==> src/rtl/matrix_pkg.sv <==
// Shared types and default geometry for the LED matrix scan path.
// The row transmitter and column_select instantiations take their sizes from here.
package matrix_pkg;

   typedef enum logic [2:0] {
      IDLE      = 3'd0,
      LOAD      = 3'd1,
      SEL_HOLD  = 3'd2,
      WAIT_DONE = 3'd3,
      ON        = 3'd4,
      BLANK     = 3'd5
   } scan_state_t;

   localparam int DEF_COLUMNS      = 16;
   localparam int DEF_ON_CYCLES    = 1024;
   localparam int DEF_BLANK_CYCLES = 8;

   function automatic int max_int(input int a, input int b);
      return (a > b) ? a : b;
   endfunction

endpackage

==> src/rtl/scan_dwell_timer.sv <==
// Down-counter shared by the ON and BLANK dwell periods.
// done is high while the count sits at zero; the counter never wraps below zero.
module scan_dwell_timer #(
   parameter int W = 4
) (
   input  logic         clk,
   input  logic         rst,
   input  logic         load,
   input  logic [W-1:0] load_value,
   output logic         done
);

   logic [W-1:0] count_reg;

   always_ff @(posedge clk or posedge rst) begin
      if (rst) begin
         count_reg <= '0;
      end else if (load) begin
         count_reg <= load_value;
      end else if (count_reg != '0) begin
         count_reg <= count_reg - W'(1);
      end
   end

   assign done = (count_reg == '0);

endmodule

==> src/rtl/matrix_scan_ctrl.sv <==
// Column-scan sequencer: selects each column, starts the row load, then shows it
// for ON_CYCLES and blanks for BLANK_CYCLES before moving on. Outputs are registered.
module matrix_scan_ctrl
   import matrix_pkg::*;
#(
   parameter int COLUMNS      = DEF_COLUMNS,
   parameter int ON_CYCLES    = DEF_ON_CYCLES,
   parameter int BLANK_CYCLES = DEF_BLANK_CYCLES,
   parameter int COL_W        = $clog2(COLUMNS)
) (
   input  logic             clk,
   input  logic             rst,
   input  logic             enable,
   input  logic             col_ready,
   output logic             select_first,
   output logic             select_next,
   output logic             row_start,
   input  logic             row_done,
   output logic [COL_W-1:0] col_idx,
   output logic             blank,
   output logic             frame_start
);

   localparam int TMR_W = $clog2(max_int(ON_CYCLES, BLANK_CYCLES) + 1);
   localparam logic [TMR_W-1:0] ON_LOAD    = TMR_W'(ON_CYCLES - 1);
   localparam logic [TMR_W-1:0] BLANK_LOAD = TMR_W'(BLANK_CYCLES - 1);
   localparam logic [COL_W-1:0] LAST_COL   = COL_W'(COLUMNS - 1);

   scan_state_t      state_reg;
   scan_state_t      state_next;
   logic [COL_W-1:0] col_idx_reg;
   logic [COL_W-1:0] col_idx_next;
   logic             row_ok_reg;
   logic             select_first_reg;
   logic             select_next_reg;
   logic             row_start_reg;
   logic             blank_reg;
   logic             frame_start_reg;
   logic             tmr_load;
   logic [TMR_W-1:0] tmr_value;
   logic             tmr_done;
   logic             selecting;

   scan_dwell_timer #(
      .W(TMR_W)
   ) u_dwell_timer (
      .clk        (clk),
      .rst        (rst),
      .load       (tmr_load),
      .load_value (tmr_value),
      .done       (tmr_done)
   );

   always_comb begin
      state_next   = state_reg;
      col_idx_next = col_idx_reg;
      tmr_load     = 1'b0;
      tmr_value    = '0;
      case (state_reg)
         IDLE: begin
            if (enable && col_ready) begin
               state_next = LOAD;
            end
         end
         LOAD: begin
            state_next = SEL_HOLD;
         end
         SEL_HOLD: begin
            // column_select acknowledges by dropping col_ready while it shifts
            if (!col_ready) begin
               state_next = WAIT_DONE;
            end
         end
         WAIT_DONE: begin
            if (col_ready && (row_ok_reg || row_done)) begin
               state_next = ON;
               tmr_load   = 1'b1;
               tmr_value  = ON_LOAD;
            end
         end
         ON: begin
            if (tmr_done) begin
               state_next = BLANK;
               tmr_load   = 1'b1;
               tmr_value  = BLANK_LOAD;
            end
         end
         BLANK: begin
            if (tmr_done) begin
               if (enable) begin
                  state_next   = LOAD;
                  col_idx_next = (col_idx_reg == LAST_COL) ? '0 : col_idx_reg + COL_W'(1);
               end else begin
                  state_next   = IDLE;
                  col_idx_next = '0;
               end
            end
         end
         default: begin
            state_next   = IDLE;
            col_idx_next = '0;
         end
      endcase
   end

   assign selecting = (state_next == LOAD) || (state_next == SEL_HOLD);

   always_ff @(posedge clk or posedge rst) begin
      if (rst) begin
         state_reg <= IDLE;
      end else begin
         state_reg <= state_next;
      end
   end

   // Outputs are decoded from the next state so they line up with state_reg
   always_ff @(posedge clk or posedge rst) begin
      if (rst) begin
         col_idx_reg      <= '0;
         select_first_reg <= 1'b0;
         select_next_reg  <= 1'b0;
         row_start_reg    <= 1'b0;
         frame_start_reg  <= 1'b0;
         blank_reg        <= 1'b1;
      end else begin
         col_idx_reg      <= col_idx_next;
         select_first_reg <= selecting && (col_idx_next == '0);
         select_next_reg  <= selecting && (col_idx_next != '0);
         row_start_reg    <= (state_next == LOAD);
         frame_start_reg  <= (state_next == LOAD) && (col_idx_next == '0);
         blank_reg        <= (state_next != ON);
      end
   end

   // Sticky completion flag so an early row_done during the select handshake survives
   always_ff @(posedge clk or posedge rst) begin
      if (rst) begin
         row_ok_reg <= 1'b0;
      end else if (state_reg == LOAD) begin
         row_ok_reg <= 1'b0;
      end else if (row_done && ((state_reg == SEL_HOLD) || (state_reg == WAIT_DONE))) begin
         row_ok_reg <= 1'b1;
      end
   end

   assign select_first = select_first_reg;
   assign select_next  = select_next_reg;
   assign row_start    = row_start_reg;
   assign col_idx      = col_idx_reg;
   assign blank        = blank_reg;
   assign frame_start  = frame_start_reg;

endmodule

==> config.mk <==
export PLATFORM = sky130hd
export DESIGN_NAME = matrix_scan_ctrl
export DESIGN_NICKNAME = d
export VERILOG_FILES = /design/src/rtl/matrix_pkg.sv /design/src/rtl/scan_dwell_timer.sv /design/src/rtl/matrix_scan_ctrl.sv
export SDC_FILE = /design/constraint.sdc
export NUM_CORES = 1
export LEC_CHECK = 0
export CAP_MARGIN = 20
export CORE_MARGIN = 2
export CORE_UTILIZATION = 40
export CTS_CLUSTER_SIZE = 14
export DETAILED_ROUTE_END_ITERATION = 16
export PLACE_DENSITY = 0.73
export RECOVER_POWER = 50
export REMOVE_ABC_BUFFERS = 1
export SLEW_MARGIN = 20
export SYNTH_ARGS = -nofsm -noshare
export SYNTH_HDL_FRONTEND = slang
export SYNTH_SLANG_ARGS = --single-unit
==> constraint.sdc <==
create_clock -name clk -period 2.6 [get_ports clk]
set_input_delay 0.65 -clock clk [delete_from_list [all_inputs] [get_ports clk]]
set_output_delay 0.65 -clock clk [all_outputs]
set_load 0.03 [all_outputs]
==> results.json, run 1 <==
{
  "dp_hpwl_um": 2200,
  "pwr-share-seq_pct": 44.1,
  "grt_pass1_wl_um": 5180,
  "p_clk_share_pct": 15.7,
  "relSlewSlack_pct": 12.6,
  "portBuffers": 13,
  "area_growth_pct": 20.4,
  "async_reset_ff_share_pct": 100,
  "routed.top_layer": "met4",
  "wl_um": 3170,
  "drtAntennaViolNets": 0,
  "hold_violations": 0,
  "ys_types": 48,
  "antenna_cells": 0,
  "row_count": 21,
  "crit_fanout": 4,
  "cp_cell_sequence": "inv_1 > ha_2 > or3b_2 > o41a_1 > a221o_1 > nor4_4 > a21boi_2",
  "wl_met3_um": 193,
  "cts_sinks": 24,
  "avgSynthCellArea_um2": 9.51,
  "ys_top_cells_by_area": "dfrtp_1 42%, nand2_1 4.1%, o21ai_0 4.0%",
  "sw_frac_of_total_pct": 38.5,
  "synth_mux_area_share_pct": 1.56,
  "track_usage_pct": 16.6,
  "ys_ff_latch": 24,
  "avgViaCountPerCell": 5.71,
  "switching_power_mw": 0.503,
  "cts_buffers": 3,
  "hp-start": "u_dwell_timer.count_reg[7]",
  "clock_path_buffers": 2,
  "grt_start_max_net_pins": 25,
  "p_leak_nw": 0.689,
  "root_buffer": "clkbuf_4",
  "fin_crit_ns": 2.46,
  "postCtsHoldBufs": 0,
  "pre_cts_ws_ns": 0.0576,
  "fin_nets": 173,
  "postSynthCellCount": 143,
  "rsz0062_at_grt": "false",
  "wl_per_cell_um": 15.0,
  "synth_compound_area_share_pct": 18.8,
  "drc": 0,
  "cp-startpoint": "u_dwell_timer.count_reg[1]",
  "end_kind": "flop",
  "clk_pin_slew_ns": 0.14,
  "die_height_um": 62.3,
  "grt_overflow": 0,
  "path_class": "reg2reg",
  "critical_path_arrival_ns": 2.73,
  "synthAdderAreaFrac_pct": 1.84,
  "die_area_um2": 3880,
  "critical-path-top-delay-family": "compound AO/OA/AOI/OAI gates",
  "largest_reg_flops": 11,
  "antenna_found_initial": 0,
  "synth_top_area_share_pct": 42.3,
  "required_ns": 2.87,
  "drtPass1Iterations": 4,
  "h-tree-depth": 1,
  "synth_enable_flop_cells": 0,
  "maxCapViolations": 0,
  "synth_top_family_by_area": "simple AND/OR/NAND/NOR gates",
  "seq_area_frac_synth_pct": 44.3,
  "synth_flop_cell": "dfrtp_1",
  "worst_slew_pin_slew_ns": 1.31,
  "fin_crit_sh_pct": 94.7,
  "p_per_area_nw_per_um2": 799,
  "core_um2": 3310,
  "reg2reg_from": "u_dwell_timer.count_reg[1]",
  "status": "complete, no violations",
  "hold_ws_ns": 0.570,
  "wl_met2_um": 1550,
  "fin_tns_setup_ns": 0,
  "max_stage_delay_ns": 0.46,
  "path_buf_inv": 1,
  "finalMaxSlewViolations": 0,
  "setup_viol": 0,
  "comb_power_share_pct": 40.2,
  "syn_area_um2": 1360,
  "cp_slowest_cell": "or3b_2",
  "fillers": 316,
  "yosys.area.top_type": "dfrtp_1",
  "skew_ns": 0.00583,
  "peakVddDrop_uv": 550,
  "start_util_pct": 41.1,
  "p_int_mw": 0.806,
  "fin_ws_ns": 0.137,
  "layout-drive-gt1-share_pct": 18.8,
  "tritoncts": "yes",
  "timing.fmax_ghz": 0.406,
  "yosys_warnings": 0,
  "drtIter0Drc": 70,
  "drt-met1-wl_um": 1380,
  "critPathLaunchType": "flop",
  "first_global_vias": 1124,
  "ios": 14,
  "fp.dieW_um": 62.3,
  "worstHoldPathType": "reg2reg",
  "clk_latency_ns": 0.32,
  "vias": 1204,
  "place.gp.congestion": 0.850,
  "synthSimpleGateAreaFrac_pct": 25.0,
  "synthXorXnorAreaFrac_pct": 1.93
}
==> cell type report <==
cell class	count	area (um2)	area share [%]
multi-input combinational	103	692	42.2
sequential	24	602	36.7
timing repair buffer	27	224	13.7
tap	46	57.6	3.51
clock buffer	4	36.3	2.22
inverter	7	26.3	1.60
==> power groups by stage <==
stage	logic [mW]	registers [mW]	clock network, mW
after floorplan	0.272	0.620	0
after global placement	0.477	0.575	0
after detailed placement	0.504	0.584	0
after CTS	0.505	0.575	0.212
after global routing	0.588	0.591	0.222
final	0.526	0.578	0.206
==> tightest hold or removal path: stages, from the launching register on <==
cell and delay (ns):
dfrtp_1 0.38, o21ai_0 0.09, nand3_1 0.08
==> metal layers <==
metal	up-vias	global-route usage [%]
met3	4	5.62
met5	-	0
met4	0	4.17
met2	43	28.3
li1	562	-
met1	595	20.3
==> cell usage after synthesis, types with 3 or more instances <==
cell	count
nand2b_1	3
o21ai_0	11
nor3_1	3
o211a_1	3
xnor2_1	3
inv_1	7
nor2_1	11
or2_2	3
dfrtp_1	23
a21oi_1	7
clkbuf_1	3
nand2_1	15
or4_1	3
nand3_1	6
nor4b_1	3
==> kinds of logic after synthesis <==
| logic type | Yosys count |
|---|---|
| AND/OR/NAND/NOR | 59 |
| XOR/XNOR | 3 |
| multiplexers | 2 |
| buffers and inverters | 16 |
| adder cells (fa/ha/maj) | 2 |
| flip-flops | 24 |
| AO/OA/AOI/OAI | 37 |
==> stage by stage <==
stage	util, %	cell area (um2)	cells	power, mW
5_1_grt	49.5	1640	211	1.40
6_report	49.5	1640	211	1.31
3_5_place_dp	47.3	1570	204	1.09
4_1_cts	48.4	1600	208	1.29
3_3_place_gp	47.3	1570	204	1.05
2_1_floorplan	-	1300	134	0.893
==> repair_timing <==
item                                   4_1_cts  5_1_grt
endpoints found under the hold margin        0        0
setup endpoints to repair                    0        3
buffers inserted                             0        3
gates resized for setup                      0        5
==> cell usage in the layout, fill, tap and decap left out, types with 2 or more instances in the layout <==
cell / n
nor3_1: 3
o211a_1: 3
nand2b_1: 3
nand2_1: 15
clkbuf_4: 3
inv_1: 6
nand3_1: 6
clkbuf_1: 3
o2111ai_1: 2
dlygate4sd3_1: 2
o211ai_1: 2
a21oi_1: 7
clkdlybuf4s50_1: 11
or2_2: 3
buf_4: 11
a31oi_1: 2
or3_2: 2
nor2_1: 11
xnor2_1: 3
o21ai_0: 11
dfrtp_1: 23
nor4b_1: 3
or4_1: 3
==> worst paths after layout <==
path	to	slack (ns)	cells past startpoint
hold reg to reg	u_dwell_timer.count_reg[7]	0.57	2
hold / removal	u_dwell_timer.count_reg[7]	0.57	2
max in group asynchronous	u_dwell_timer.count_reg[7]	0.66	3
setup / recovery	select_first	0.14	7
min in group asynchronous	select_next	1.18	3
setup reg to reg	select_first	0.14	7
Note: power is estimated with default switching activity, not from simulation.
==> run 2, diff against run 1 <==
--- a/config.mk
+++ b/config.mk
@@ -7,10 +7,10 @@
 export LEC_CHECK = 0
 export CAP_MARGIN = 20
 export CORE_MARGIN = 2
-export CORE_UTILIZATION = 40
+export CORE_UTILIZATION = 50
 export CTS_CLUSTER_SIZE = 14
 export DETAILED_ROUTE_END_ITERATION = 16
-export PLACE_DENSITY = 0.73
+export PLACE_DENSITY = 0.85
 export RECOVER_POWER = 50
 export REMOVE_ABC_BUFFERS = 1
 export SLEW_MARGIN = 20
==> results.json, run 2 (synthesis results as in run 1) <==
{
  "wl_per_cell_um": 14.9,
  "cts_buffers": 3,
  "fin_crit_sh_pct": 98.2,
  "cts_sinks": 24,
  "p_clk_share_pct": 15.2,
  "peakVddDrop_uv": 639,
  "cp_slowest_cell": "or3b_2",
  "drtIter0Drc": 45,
  "hp-start": "u_dwell_timer.count_reg[0]",
  "die_area_um2": 3150,
  "grt_start_max_net_pins": 25,
  "rsz0062_at_grt": "false",
  "end_kind": "flop",
  "die_height_um": 56.2,
  "comb_power_share_pct": 40.4,
  "h-tree-depth": 1,
  "first_global_vias": 1074,
  "clk_pin_slew_ns": 0.12,
  "rr_endpoint": "select_first",
  "timing.fmax_ghz": 0.392,
  "ios": 14,
  "drtAntennaViolNets": 0,
  "rr_worst_depth": 7,
  "p_leak_nw": 0.680,
  "vias": 1150,
  "place.gp.congestion": 0.875,
  "finalMaxSlewViolations": 0,
  "crit_fanout": 3,
  "postCtsHoldBufs": 0,
  "portBuffers": 13,
  "hold_depth": 2,
  "drtPass1Iterations": 4,
  "max_stage_delay_ns": 0.46,
  "reg2reg_from": "u_dwell_timer.count_reg[0]",
  "start_util_pct": 53.9,
  "maxCapViolations": 0,
  "dp_hpwl_um": 2030,
  "worst_slew_pin_slew_ns": 1.27,
  "setup_viol": 0,
  "switching_power_mw": 0.481,
  "hold_violations": 0,
  "critical_path_arrival_ns": 2.80,
  "area_growth_pct": 17.1,
  "fin_crit_ns": 2.55,
  "post_cts_buffers": 0,
  "layout-drive-gt1-share_pct": 16.8,
  "antenna_found_initial": 0,
  "avgViaCountPerCell": 6.02,
  "postPlaceCellArea_um2": 1540,
  "worstHoldPathType": "reg2reg",
  "antenna_cells": 0,
  "sw_frac_of_total_pct": 37.6,
  "clock_path_buffers": 2,
  "skew_ns": 0.00650,
  "relSlewSlack_pct": 15.1,
  "fin_tns_setup_ns": 0,
  "core_um2": 2520,
  "layout_common_cells": "23 x dfrtp_1, 15 x nand2_1, 11 x nor2_1, 11 x o21ai_0, 11 x clkdlybuf4s50_1",
  "holdPathEnd": "u_dwell_timer.count_reg[3]",
  "fin_nets": 169,
  "path_class": "reg2reg",
  "pwr-share-seq_pct": 44.4,
  "largest_reg_flops": 11,
  "final_common_cell": "dfrtp_1",
  "status": "complete, no violations",
  "p_per_area_nw_per_um2": 804,
  "drc": 0,
  "fp.dieW_um": 56.2,
  "row_count": 18,
  "required_ns": 2.85,
  "wl_um": 2850,
  "cp_cell_sequence": "inv_1 > ha_1 > or3b_2 > o41a_1 > a221o_1 > nor4_4 > a21boi_1",
  "clk_latency_ns": 0.32,
  "grt_pass1_wl_um": 4880,
  "critPathLaunchType": "flop",
  "root_buffer": "clkbuf_4",
  "p_int_mw": 0.800,
  "fin_area_um2": 1590,
  "ff2ff_setup_slack_ns": 0.05,
  "track_usage_pct": 19.3,
  "power_mw": 1.28,
  "tritoncts": "yes",
  "grt_overflow": 0
}
[run 2: worst max-delay path, delay by kind of cell, from the launching register on]
| kind | cells | cell delay [ns] |
|---|---|---|
| buffers and inverters | 1 | 0.10 |
| flip-flops | 1 | 0.41 |
| AO/OA/AOI/OAI | 3 | 1.03 |
| AND/OR/NAND/NOR | 2 | 0.78 |
| adder cells (fa/ha/maj) | 1 | 0.17 |
[run 2: how the worst max path moves through the flow]
stage                                     startpoint      endpoint  cells past startpoint
after floorplan           u_dwell_timer.count_reg[0]  select_first                      7
after global placement    u_dwell_timer.count_reg[5]  select_first                      5
after detailed placement  u_dwell_timer.count_reg[5]  select_first                      5
after CTS                 u_dwell_timer.count_reg[0]  select_first                      7
after global routing      u_dwell_timer.count_reg[0]  select_first                      7
final                     u_dwell_timer.count_reg[0]  select_first                      7
[run 2: area by class of cell]
cell class / instances / area, um2
tap: 30 / 37.5
fill: 213 / 930
sequential: 24 / 602
clock buffer: 4 / 36.3
timing repair buffer: 23 / 201
multi-input combinational: 103 / 689
inverter: 7 / 26.3
[run 2: power by group through the flow]
| stage | logic [mW] | registers (mW) | clock network (mW) |
|---|---|---|---|
| after floorplan | 0.272 | 0.620 | 0 |
| after global routing | 0.574 | 0.581 | 0.216 |
| after global placement | 0.491 | 0.569 | 0 |
| final | 0.517 | 0.569 | 0.195 |
| after detailed placement | 0.516 | 0.575 | 0 |
| after CTS | 0.519 | 0.568 | 0.197 |
[run 2: routing by layer]
| metal | part of all wire, % | track usage, % | vias up |
|---|---|---|---|
| met5 | 0 | 0 | - |
| met4 | 2.1 | 9.18 | 0 |
| met3 | 4.1 | 2.79 | 6 |
| met2 | 49 | 30.8 | 36 |
| met1 | 44 | 25.6 | 545 |
| li1 | - | - | 563 |
[run 2: repair_timing]
| item | CTS | global route |
|---|---|---|
| pin swaps | 0 | 0 |
| setup endpoints to repair | 1 | 3 |
| gates resized for setup | 1 | 2 |
[run 2: per-stage QoR]
step	util, %	std cells	setup slack, ns	hold slack (ns)
after floorplan	-	134	-0.152	0.497
after global placement	61.0	187	0.0718	0.518
after detailed placement	61.0	187	0.0326	0.544
after CTS	62.6	191	0.0207	0.573
after global routing	63.1	191	0.00954	0.612
final	63.1	191	0.0480	0.577
==> run 3, diff against run 2 <==
--- a/config.mk
+++ b/config.mk
@@ -13,6 +13,7 @@
 export PLACE_DENSITY = 0.85
 export RECOVER_POWER = 50
 export REMOVE_ABC_BUFFERS = 1
+export SKIP_LAST_GASP = 1
 export SLEW_MARGIN = 20
 export SYNTH_ARGS = -nofsm -noshare
 export SYNTH_HDL_FRONTEND = slang
==> results of run 3 <==
The final DEF is identical to that of run 2; final timing and power are the same.
